[src/rtl/regfile_wb_arbiter.sv]
// Arbitrates ALU/load writebacks onto one registered regfile write port (1-cycle latency) and tracks pending destinations.
// Backpressure: the loser of a dual request sees ready=0 and must hold its request until it is granted.
module regfile_wb_arbiter #(
  parameter int n = 32,
  parameter int r = 7
) (
  input  logic         clk,
  input  logic         reset,
  input  logic         aValid,
  input  logic [r-1:0] aReg,
  input  logic [n-1:0] aData,
  output logic         aReady,
  input  logic         bValid,
  input  logic [r-1:0] bReg,
  input  logic [n-1:0] bData,
  output logic         bReady,
  input  logic         issueValid,
  input  logic [r-1:0] issueReg,
  input  logic [r-1:0] queryReg1,
  input  logic [r-1:0] queryReg2,
  output logic         busy1,
  output logic         busy2,
  output logic         regWrite,
  output logic [r-1:0] writeReg,
  output logic [n-1:0] writeData
);

  localparam int NREG = 1 << r;

  typedef enum logic {PRI_A = 1'b0, PRI_B = 1'b1} pri_t;

  pri_t            state, state_nxt;
  logic [NREG-1:0] pend, pend_nxt;
  logic            acc;
  logic [r-1:0]    acc_reg;
  logic [n-1:0]    acc_data;

  always_ff @(posedge clk) begin
    if (reset) state <= PRI_A;
    else       state <= state_nxt;
  end

  // The requester just served drops to lower priority; idle cycles keep the order.
  always_comb begin
    state_nxt = state;
    if (aReady)      state_nxt = PRI_B;
    else if (bReady) state_nxt = PRI_A;
  end

  always_comb begin
    aReady = 1'b0;
    bReady = 1'b0;
    if (!reset) begin
      if (aValid && (!bValid || state == PRI_A)) aReady = 1'b1;
      else if (bValid)                           bReady = 1'b1;
    end
  end

  assign acc      = aReady | bReady;
  assign acc_reg  = aReady ? aReg  : bReg;
  assign acc_data = aReady ? aData : bData;

  // Register 0 is hardwired: its writes are acknowledged but never presented.
  always_ff @(posedge clk) begin
    if (reset) begin
      regWrite  <= 1'b0;
      writeReg  <= '0;
      writeData <= '0;
    end else begin
      regWrite <= acc && (acc_reg != '0);
      if (acc && (acc_reg != '0)) begin
        writeReg  <= acc_reg;
        writeData <= acc_data;
      end
    end
  end

  // Set is applied after clear so a re-issued destination stays pending.
  always_comb begin
    pend_nxt = pend;
    if (regWrite)                          pend_nxt[writeReg] = 1'b0;
    if (issueValid && (issueReg != '0))    pend_nxt[issueReg] = 1'b1;
    pend_nxt[0] = 1'b0;
  end

  always_ff @(posedge clk) begin
    if (reset) pend <= '0;
    else       pend <= pend_nxt;
  end

  assign busy1 = pend[queryReg1];
  assign busy2 = pend[queryReg2];

endmodule

[config.mk]
export PLATFORM = sky130hd
export DESIGN_NAME = regfile_wb_arbiter
export DESIGN_NICKNAME = d
export VERILOG_FILES = /design/src/rtl/regfile_wb_arbiter.sv
export SDC_FILE = /design/constraint.sdc
export NUM_CORES = 1
export LEC_CHECK = 0
export BUFFER_PORTS_ARGS = -buffer_cell sky130_fd_sc_hd__buf_2
export CAP_MARGIN = 20
export CORE_MARGIN = 3
export CORE_UTILIZATION = 33
export CTS_CLUSTER_SIZE = 16
export DETAILED_ROUTE_END_ITERATION = 8
export GPL_TIMING_DRIVEN = 0
export HOLD_SLACK_MARGIN = 0.05
export PLACE_DENSITY = 0.61
export SLEW_MARGIN = 15
export SYNTH_ARGS = -nofsm -noshare
export SYNTH_HDL_FRONTEND = slang
export SYNTH_SLANG_ARGS = --single-unit
[constraint.sdc]
create_clock -name clk -period 2.8 [get_ports clk]
set_input_delay 0.14 -clock clk [delete_from_list [all_inputs] [get_ports clk]]
set_output_delay 0.14 -clock clk [all_outputs]
set_load 0.05 [all_outputs]
==> impl_summary.log, run 1 <==
INFO  metric syn-instance-count = 1025
INFO  metric max_clock_freq = ~0.37 GHz
INFO  metric placementRows = 60
INFO  metric clock_path_buffers = 2
INFO  metric cts.reportedPaths.clkPinSlew = roughly 0.07 ns
INFO  metric ys.warnings.count = 0
INFO  metric insertedDiodeCount = 0
INFO  metric max_slew.worst_pin.slew = approximately 1.1 ns
INFO  metric required = about 2.7 ns
INFO  metric number_of_vias_per_cell_after_detailed_routing = 5.94
INFO  metric place_ws = approximately 0.13 ns
INFO  metric whs = between 0.06 and 0.07 ns
INFO  metric area_delta_synth_final = 21.4%
INFO  metric avg_inst_size_synth = a little under 9 um^2
INFO  metric final.fill_count = between 2000 and 3000
INFO  metric share_of_cells_above_drive_strength_1 = 0.238
INFO  metric max-slew-margin-rel = 0.282
INFO  metric timing.critical_path.depth = 10
INFO  metric cts_inserted_buffers = 17
INFO  metric worstSetupEndpoint = busy1
INFO  metric crit_path_max_incr_delay = ~0.4 ns
INFO  metric grt_pass1_wl = ~53000 um
INFO  metric r2r_setup_slack = slightly below 0.6 ns
INFO  metric cpMaxStageDelayCell = buf_2
INFO  metric clkSinkCount = 168
INFO  metric power = just under 6000 uW
INFO  metric dominantRegCellSynth = dfxtp_1
INFO  metric worst_clock_skew_on_the_final_layout = roughly 0.011 ns
INFO  metric remaining_drc_errors = 0
INFO  metric cp.arrival = between 2 and 3 ns
INFO  metric worst_setup_path_startpoint = queryReg1[0]
INFO  metric drt_pass1_iterations = 6
INFO  metric timing.final.hold_violations = 0
INFO  metric via_count_of_the_first_global_routing_pass = roughly 9000
INFO  metric clk_root_buffer_cell = clkbuf_16
INFO  metric cellLeakagePower = a little under 0.004 uW
INFO  metric initial_core_utilization = 0.337
INFO  metric worst_ir_drop_vdd = 0.294 mV
INFO  metric final_net_count = 1305
INFO  metric syn-num-nets = 1129
INFO  metric grt_setup_unrepaired = false
INFO  metric post-route-util = 0.409
INFO  metric insertion_delay = ~0.43 ns
INFO  metric outcome = completed
INFO  metric regToRegStartpoint = state
INFO  metric via_count = 9234
INFO  metric crit_chain = buf_4 -> buf_4 -> buf_2 -> nand2_1 -> o21ai_0 -> o31ai_1 -> o21ai_0 -> a2111oi_2 -> nor4_2 -> buf_2
INFO  metric synth_top_area_cells = dfxtp_1 37%, mux4_2 14%, a21oi_1 9.4%
INFO  metric critical_path.max_fanout = 10
INFO  metric tritoncts = built
INFO  metric setup_total_negative_slack = 0 ns
INFO  metric grt_usage = 0.236
INFO  metric worst_r2r_path_depth = 5
INFO  metric dp.final_hpwl = roughly 25000 um
INFO  metric finalWeightedCongestion = ~0.95
INFO  metric clock_tree.htree_level_count = 4
INFO  metric floorplan.die.width = 172 um
INFO  metric power.density_cell_area = 540 nW/um^2
INFO  metric io_buffer_count = between 100 and 150
INFO  metric timing.final.crit_period = 2.69 ns
INFO  metric timing_max_transition_violations_final = 0
INFO  metric pin_count = ~150
INFO  metric overflow = 0
INFO  metric synth_area = ~9100 um^2
INFO  metric yosys_register_bits = approximately 170
INFO  metric wire_per_inst = between 20 and 25 um
INFO  metric timing.rr.end = writeData[7]
INFO  metric post_synth_num_cell_types = 46
INFO  metric drt_iter0_drc = slightly below 1000
INFO  metric die_height = between 150 and 200 um
INFO  metric setup_ws = 0.112 ns
INFO  metric yosysTopAreaCell = dfxtp_1
INFO  metric min_path_type = input port to register
INFO  metric core_region_area = ~27000 um^2
INFO  metric cp_top_family = buffers and inverters
INFO  metric cap_viol_max_count = 0
INFO  metric area_share_of_the_largest_cell_type_after_synthesis = 0.370
INFO  metric route.antenna.remaining_nets = 0
INFO  metric timing.final.setup_violations = 0
INFO  metric timing.critical_path.buf_inv = 4
INFO  metric worstSetupEndpointType = output pin
INFO  metric period_share = 0.960
INFO  metric wl_final = 35300 um
INFO  metric die-area = just under 30000 um^2
INFO  metric synth_seq_area_share = 0.370
INFO  metric worst-setup-path-type = input port to output pin
INFO  metric cp-start-kind = input port
INFO  metric grt_max_degree = 17
INFO  metric synth-edff-count = 0
INFO  metric grt_antenna_before_repair = 0
INFO  metric synth_async_sr_flop_share = 0
## sequential cells by signal, indices dropped and copies added, names as in the netlist
register / flops
pend: 127
writeData: 32
writeReg: 7
regWrite: 1
state: 1
## worst min path at each step
stage	from	end	slack (ns)	cells after the start
2_1_floorplan	aValid	state	0.30	2
3_3_place_gp	pend[97]	pend[97]	0.47	2
3_5_place_dp	pend[33]	pend[33]	0.48	2
4_1_cts	bData[15]	writeData[15]	0.05	3
5_1_grt	bReg[4]	writeReg[4]	0.05	3
6_report	bReg[5]	writeReg[5]	0.06	3
## metal layers
metal / part of all wire / vias up / track usage
met5: 0 / - / 0
met4: 0.043 / 0 / 0.104
met3: 0.11 / 103 / 0.0551
met2: 0.45 / 597 / 0.370
met1: 0.40 / 4388 / 0.312
li1: - / 4146 / -
## cells in the final DEF, fill, tap and decap left out, types with 23 or more instances in the layout
master and instances:
clkbuf_1 49, nand3_1 23, mux2i_1 62, mux4_2 56
nand2_1 147, a21oi_1 171, buf_2 149, dfxtp_1 168
nor2_1 29, a211oi_1 32, o21ai_0 140
## Yosys cell counts, types with 3 or more instances
cell      number
a21oi_1      171
dfxtp_1      168
nand2_1      147
o21ai_0      140
mux2i_1       62
mux4_2        56
clkbuf_1      50
a211oi_1      32
nor2_1        29
nand3_1       23
buf_4         14
buf_2         13
mux2_2        13
nor2b_1       12
nand2b_1      11
a211oi_2      10
nor3_1        10
inv_1          6
nand4_1        6
nor4_1         6
nand3b_1       4
o31ai_1        4
and3_1         3
buf_1          3
## cell type report
class	instances	area, um^2	area share
buffer	83	398	0.0360
multi-input combinational	768	5350	0.484
timing repair buffer	157	891	0.0807
clock buffer	19	453	0.0410
tap	341	427	0.0386
sequential	168	3360	0.304
clock inverter	12	141	0.0128
inverter	6	22.5	0.00204
## where the power goes
| group | internal [uW] | total [uW] | switching (uW) |
|---|---|---|---|
| Combinational | 311 | 1010 | 703 |
| Sequential | 2450 | 2510 | 56.2 |
| Clock | 1370 | 2450 | 1070 |
## tightest hold or removal path, delay by kind of cell
| family | cells | cell delay [ns] |
|---|---|---|
| buf+inv | 1 | 0.11 |
| mux | 1 | 0.12 |
| compound gates | 1 | 0.08 |
## logic make-up (layout without fill, tap and decap cells)
family,Yosys count,in the layout,share of synthesized area
multiplexers,131,131,0.223
AND/OR/NAND/NOR,264,264,0.133
flip-flops,168,168,0.370
AO/OA/AOI/OAI,373,373,0.228
buffers and inverters,89,277,0.0461
## stage by stage
step	std cells	instance area, um^2
2_1_floorplan	1025	9110
3_3_place_gp	1502	10200
3_5_place_dp	1502	10200
4_1_cts	1554	11000
5_1_grt	1554	11000
6_report	1554	11000
## repair_timing
| item | CTS | global route |
|---|---|---|
| gates cloned | 0 | 0 |
| hold buffers | 21 | 0 |
| setup endpoints to repair | 1 | 12 |
| resized for setup | 1 | 7 |
| hold endpoints to repair | 15 | 0 |
| buffers inserted | 0 | 0 |
Power figures use the tool's default switching activity.
==> run 2: changes to the inputs <==
PLACE_DENSITY = unset   (was 0.61)
==> run 2 against run 1 <==
  * Total power fell by 0.59%
  * Non-clock buffer count rose by 1
  * Sequential share of layout area barely moved
  * Combinational power barely moved
  * Critical path depth fell by 3
  * Clock skew rose by 0.0026 ns
  * First-iteration DRC count rose by 3.5%
  * Clock power fell by 2%
  * Cell count barely moved
  * Wire length barely moved
  * Largest cell class unchanged
==> impl_summary.log, run 2 (synthesis gave the netlist of run 1 again) <==
INFO  metric total_switching_power = approximately 1800 uW
INFO  metric cp-start-kind = register
INFO  metric min_path_type = input port to register
INFO  metric clock_path_buffers = 2
INFO  metric crit_path_max_incr_delay = about 0.50 ns
INFO  metric required = 2.66 ns
INFO  metric grt_usage = 0.235
INFO  metric initial_core_utilization = 0.337
INFO  metric cellLeakagePower = ~0.0039 uW
INFO  metric via_count = between 9000 and 10000
INFO  metric timing.critical_path.buf_inv = 1
INFO  metric power.density_cell_area = around 540 nW/um^2
INFO  metric wl_final = 35400 um
INFO  metric final_net_count = roughly 1300
INFO  metric cpMaxStageDelayCell = a2111oi_2
INFO  metric sequentialPowerShare = 0.423
INFO  metric final.fill_count = 2794
INFO  metric timing.final.hold_violations = 0
INFO  metric share_of_cells_above_drive_strength_1 = 0.240
INFO  metric cp.arrival = about 2.6 ns
INFO  metric floorplan.die.width = around 170 um
INFO  metric timing.final.crit_period = 2.75 ns
INFO  metric period_share = 0.983
INFO  metric timing.hold.worst_path_depth = 3
INFO  metric worst-setup-path-type = register to output pin
INFO  metric timing.critical_path.depth = 7
INFO  metric drt_iter0_drc = a little over 1000
INFO  metric max_slew.worst_pin.slew = between 1 and 1.5 ns
INFO  metric final_cell_mix = 171 x a21oi_1, 168 x dfxtp_1, 150 x buf_2, 147 x nand2_1, 140 x o21ai_0
INFO  metric route.antenna.remaining_nets = 0
INFO  metric pin_count = approximately 150
INFO  metric setup_total_negative_slack = 0 ns
INFO  metric cts_inserted_buffers = 17
INFO  metric insertedDiodeCount = 0
INFO  metric grt_pass1_wl = ~53000 um
INFO  metric power = approximately 6000 uW
INFO  metric dp.final_hpwl = about 25000 um
INFO  metric io_buffer_count = between 100 and 150
INFO  metric area_delta_synth_final = 21.2%
INFO  metric number_of_vias_per_cell_after_detailed_routing = just under 6
INFO  metric cts_setup_buffers = 0
INFO  metric reg_top3 = pend (127), writeData (32), writeReg (7)
INFO  metric max-slew-margin-rel = 0.303
INFO  metric internal_power = 4110 uW
INFO  metric timing.final.setup_violations = 0
INFO  metric core_region_area = 27000 um^2
INFO  metric critical_path.max_fanout = 3
INFO  metric timing_max_transition_violations_final = 0
INFO  metric die_height = roughly 170 um
INFO  metric clkPwrFrac = 0.406
INFO  metric wire_per_inst = 22.7 um
INFO  metric grt_max_degree = 17
INFO  metric grt_antenna_before_repair = 0
INFO  metric tritoncts = built
INFO  metric outcome = completed
INFO  metric die-area = 29600 um^2
INFO  metric largest-register = pend
INFO  metric remaining_drc_errors = 0
INFO  metric whs = roughly 0.054 ns
INFO  metric clk_root_buffer_cell = clkbuf_16
INFO  metric cp_top_family = compound AO/OA/AOI/OAI gates
INFO  metric overflow = 0
INFO  metric finalWeightedCongestion = 0.962
INFO  metric worstSetupEndpointType = output pin
INFO  metric cap_viol_max_count = 0
INFO  metric worst_clock_skew_on_the_final_layout = about 0.014 ns
INFO  metric worst_ir_drop_vdd = between 0.3 and 0.4 mV
INFO  metric worst_r2r_path_depth = 5
INFO  metric mostFrequentLayoutCell = a21oi_1
INFO  metric drt_pass1_iterations = 5
INFO  metric insertion_delay = between 0.4 and 0.5 ns
INFO  metric via_count_of_the_first_global_routing_pass = between 8000 and 9000
INFO  metric p_sw_frac = 0.308
INFO  metric power.share.combinational = 0.171
INFO  metric clkSinkCount = 168
INFO  metric placementRows = 60
INFO  metric clock_tree.htree_level_count = 4
INFO  metric largest_register_ff_count = roughly 130
INFO  metric crit_chain = mux4_2 -> or3_1 -> o31ai_1 -> a21oi_1 -> a2111oi_2 -> nor4_2 -> buf_2
INFO  metric cts.reportedPaths.clkPinSlew = 0.07 ns
INFO  metric r2r_setup_slack = 0.60 ns
INFO  metric max_clock_freq = about 0.36 GHz
==> run 2: cell count changes in the layout (fill, tap and decap cells not counted), sizes merged <==
cell,change
buf,+2
clkbuf,+1
clkinv,+1
clkinvlp,-1
dlygate4sd3,-2
==> run 2: path summary, 6_finish.rpt <==
| path | start | to |
|---|---|---|
| max | pend[22] | busy1 |
| min | bData[27] | writeData[27] |
| max reg2reg | state | writeData[16] |
| min reg2reg | pend[76] | pend[76] |
==> run 2: final cells by class <==
| type | count | area (um^2) | share of cell area |
|---|---|---|---|
| plain buffers | 83 | 400 | 0.0363 |
| inverters | 6 | 22.5 | 0.00204 |
| repair buffers | 158 | 888 | 0.0805 |
| clock inverters | 12 | 140 | 0.0127 |
| well taps | 341 | 427 | 0.0387 |
| flip-flops and latches | 168 | 3360 | 0.305 |
| multi-input cells | 768 | 5350 | 0.485 |
| clock buffers | 19 | 443 | 0.0401 |
==> run 2: through the flow <==
step                cell area [um^2]  setup slack (ns)  utilization  std cells
floorplan                       9110             0.489            -       1025
global placement               10200            -0.348        0.378       1502
detailed placement             10200            0.0899        0.379       1503
CTS                            11000            0.0281        0.407       1553
global route                   11000          -0.00117        0.408       1555
finish                         11000            0.0477        0.408       1555
==> run 2: tightest hold or removal path: stages <==
cell and delay (ns):
buf_2 0.10, mux2i_1 0.12, a211oi_1 0.08
==> run 2: power groups by stage <==
stage               sequential, uW  combinational (uW)  clock, uW
global placement              2560                 966          0
CTS                           2510                 998       2410
global route                  2520                1070       2520
detailed placement            2560                 973          0
finish                        2510                1020       2410
floorplan                     2730                 454          0
==> run 2: routing by layer <==
layer | routed length (um) | track usage
met1 | 13900 | 0.310
met2 | 15900 | 0.363
met3 | 4240 | 0.0716
met4 | 1370 | 0.0930
met5 | 0 | 0
==> run 2: timing repair <==
action	in CTS	in global routing
setup endpoints to repair	2	2
endpoints found under the hold margin	14	0
hold buffers	19	0
gates resized for setup	2	5
==> run 3: changes to the inputs <==
ABC_AREA = 1   (was unset)
BUFFER_PORTS_ARGS = unset   (was -buffer_cell sky130_fd_sc_hd__buf_2)
DONT_BUFFER_PORTS = 1   (was unset)
==> run 3 against run 2 <==
  * Global-route usage is 5.1 points higher
  * Die area is 6.5% higher
  * Sequential share of layout area is 1.1 points lower
  * Register-to-register slack worse by 0.39 ns
  * Via count is 31% higher
  * Clock skew is 0.0035 ns lower
  * Design area is 3.8% higher
  * Synthesized cell count is 59% higher
  * Sequential power is 8.0% higher
  * Clock power is 7% higher
  * Setup slack better by 0.098 ns
  * Worst hold slack better by 0.0015 ns
==> impl_summary.log, run 3 <==
INFO  metric outcome = completed
INFO  metric worst_clock_skew_on_the_final_layout = 0.0104 ns
INFO  metric cts.reportedPaths.clkPinSlew = around 0.070 ns
INFO  metric tritoncts = built
INFO  metric synth_seq_area_share = 0.346
INFO  metric power.density_cell_area = ~550 nW/um^2
INFO  metric insertion_delay = 0.45 ns
INFO  metric r2r_setup_slack = ~0.21 ns
INFO  metric synth-edff-count = 0
INFO  metric cp-start-kind = input port
INFO  metric final_cell_mix = 610 x nand2_1, 273 x nand3_1, 168 x dfxtp_1, 157 x a21oi_1, 129 x o21ai_0
INFO  metric grt_setup_unrepaired = false
INFO  metric crit_chain = clkbuf_1 -> inv_1 -> clkbuf_1 -> nand3_1 -> nand3_1 -> nand2_1 -> nand2_1 -> nand3_1 -> nand2_1 -> nand2_1 -> nand2_1
INFO  metric timing.hold.worst_path_depth = 6
INFO  metric timing.final.setup_violations = 0
INFO  metric pin_count = about 150
INFO  metric timing.critical_path.buf_inv = 3
INFO  metric max_clock_freq = 0.377 GHz
INFO  metric use_met1 = 0.366
INFO  metric grt_antenna_before_repair = 0
INFO  metric area_delta_synth_final = 18.0%
INFO  metric number_of_vias_per_cell_after_detailed_routing = 5.72
INFO  metric grt_max_degree = 19
INFO  metric regToRegStartpoint = writeReg[0]
INFO  metric synth_area = 9710 um^2
INFO  metric min_delay_worst_endpoint = writeData[28]
INFO  metric placementRows = 62
INFO  metric worstSetupEndpointType = output pin
INFO  metric cellLeakagePower = around 0.0044 uW
INFO  metric crit_path_max_incr_delay = 0.65 ns
INFO  metric cp_top_family = buffers and inverters
INFO  metric cp.arrival = between 2 and 3 ns
INFO  metric share_of_cells_above_drive_strength_1 = 0.0399
INFO  metric wire_per_inst = about 22 um
INFO  metric clock_path_buffers = 2
INFO  metric drt_iter0_drc = 1669
INFO  metric initial_core_utilization = 0.336
INFO  metric largest_register_ff_count = between 100 and 150
INFO  metric timing.rr.end = pend[100]
INFO  metric syn-instance-count = 1633
INFO  metric synth_top_area_cells = dfxtp_1 35%, nand2_1 24%, nand3_1 14%
INFO  metric cts_inserted_buffers = 17
INFO  metric synth_async_sr_flop_share = 0
INFO  metric remaining_drc_errors = 0
INFO  metric period_share = 0.948
INFO  metric worst_r2r_path_depth = 5
INFO  metric clock_tree.htree_level_count = 4
INFO  metric mostFrequentLayoutCell = nand2_1
INFO  metric ys.warnings.count = 0
INFO  metric area_share_of_the_largest_cell_type_after_synthesis = 0.346
INFO  metric yosys-top-cells-count = 610 x nand2_1, 273 x nand3_1, 168 x dfxtp_1, 157 x a21oi_1, 129 x o21ai_0
INFO  metric setup_total_negative_slack = 0 ns
INFO  metric timing_max_transition_violations_final = 0
INFO  metric cap_viol_max_count = 0
INFO  metric timing.final.crit_period = 2.65 ns
INFO  metric grt_pass1_wl = roughly 68000 um
INFO  metric final_net_count = roughly 1800
INFO  metric cpMaxStageDelayCell = clkbuf_1
INFO  metric via_count = between 10000 and 15000
INFO  metric io_buffer_count = 0
INFO  metric timing.final.hold_violations = 0
INFO  metric critical_path.max_fanout = 10
INFO  metric worstHoldStart = aData[28]
INFO  metric syn-num-nets = between 1500 and 2000
INFO  metric yosys.cell_count.top_type = nand2_1
INFO  metric floorplan.die.width = roughly 180 um
INFO  metric reg_top3 = pend (127), writeData (32), writeReg (7)
INFO  metric die_height = about 180 um
INFO  metric core_region_area = 28900 um^2
INFO  metric largest-register = pend
INFO  metric grtUsageMet3 = 0.0939
INFO  metric clk_root_buffer_cell = clkbuf_16
INFO  metric yosysTopAreaCell = dfxtp_1
INFO  metric dominantRegCellSynth = dfxtp_1
INFO  metric avg_inst_size_synth = about 6 um^2
INFO  metric post_synth_num_cell_types = 24
INFO  metric worst-setup-path-type = input port to output pin
INFO  metric wl_final = 45800 um
INFO  metric dp.final_hpwl = around 32000 um
INFO  metric max-slew-margin-rel = 0.285
INFO  metric min_path_type = input port to register
INFO  metric yosys_register_bits = approximately 170
INFO  metric grt_usage = 0.287
INFO  metric overflow = 0
INFO  metric via_count_of_the_first_global_routing_pass = around 11000
INFO  metric cpMostUsedCell = nand2_1
INFO  metric grt_use_met2 = 0.438
INFO  metric clkSinkCount = about 170
INFO  metric top_usage_layer = met2
INFO  metric max_slew.worst_pin.slew = 1.07 ns
INFO  metric insertedDiodeCount = 0
INFO  metric route.antenna.remaining_nets = 0
INFO  metric required = between 2 and 3 ns
INFO  metric die-area = approximately 32000 um^2
INFO  metric post-route-util = 0.397
INFO  metric worst_ir_drop_vdd = around 0.41 mV
INFO  metric drt_pass1_iterations = 7
INFO  metric finalWeightedCongestion = ~1.1
==> run 3: changes by cell type after synthesis, moves of 32 or more <==
cell      before  now
inv_1          6   82
mux4_2        56    0
clkbuf_1      50   82
nand3_1       23  273
nand2_1      147  610
a211oi_1      32    0
nor2_1        29   72
mux2i_1       62    0
==> run 3: layer usage <==
layer,wire (um),share of wire,vias to the layer above
met1,17600,0.38,5530
met4,2250,0.049,0
met2,19800,0.43,887
met3,6200,0.14,164
li1,-,-,5510
met5,0,0,-
==> run 3: worst max path at each step <==
stage | startpoint | end | slack, ns | cells after the start
after floorplan | state | writeData[22] | 1.02 | 11
after global placement | queryReg2[2] | busy2 | 0.25 | 11
after detailed placement | queryReg2[2] | busy2 | 0.28 | 11
after CTS | state | writeData[23] | 0.08 | 12
after global routing | writeReg[0] | pend[12] | 0.08 | 5
final | queryReg2[2] | busy2 | 0.15 | 11
==> run 3: timing repair <==
action                                 CTS  global route
buffers inserted                         0             0
resized for setup                        0             3
endpoints found under the hold margin   51             0
hold buffers                            62             0
setup endpoints to repair                0             3
==> run 3: final cells by class <==
type	count	area [um^2]
Tap cell	384	480
Sequential cell	168	3360
Buffer	107	442
Timing Repair Buffer	63	628
Clock inverter	15	203
Inverter	87	329
Multi-Input combinational cell	1271	5580
Clock buffer	17	425
Fill cell	3090	17400
==> run 3: cell families (layout without fill, tap and decap cells) <==
logic type / count (synthesis) / after routing / share of synthesized area
and+or+nand+nor: 971 / 971 / 0.415
AOI/OAI and AO/OA: 300 / 300 / 0.159
buffers and inverters: 194 / 289 / 0.0792
DFF: 168 / 168 / 0.346
==> run 3: power by group <==
group          total [uW]  leakage (uW)  switching, uW  internal (uW)
sequential           2710       0.00136            258           2450
combinational         966       0.00276            677            290
clock                2580      0.000305           1200           1370
==> run 3: worst min-delay path, delay by kind of cell <==
family	cells	cell delay (ns)
buffers and inverters	1	0.05
AND/OR/NAND/NOR	5	0.28
==> run 3: through the flow <==
stage               instances  total power [uW]  worst slack, ns  hold WS, ns  instance area, um^2
floorplan                1633              3290             1.02        0.292                 9710
global placement         2017              3590            0.253        0.298                10200
detailed placement       2018              3600            0.277        0.324                10200
CTS                      2112              6230           0.0771       0.0511                11500
global route             2112              6450           0.0799       0.0764                11500
finish                   2112              6250            0.145       0.0557                11500
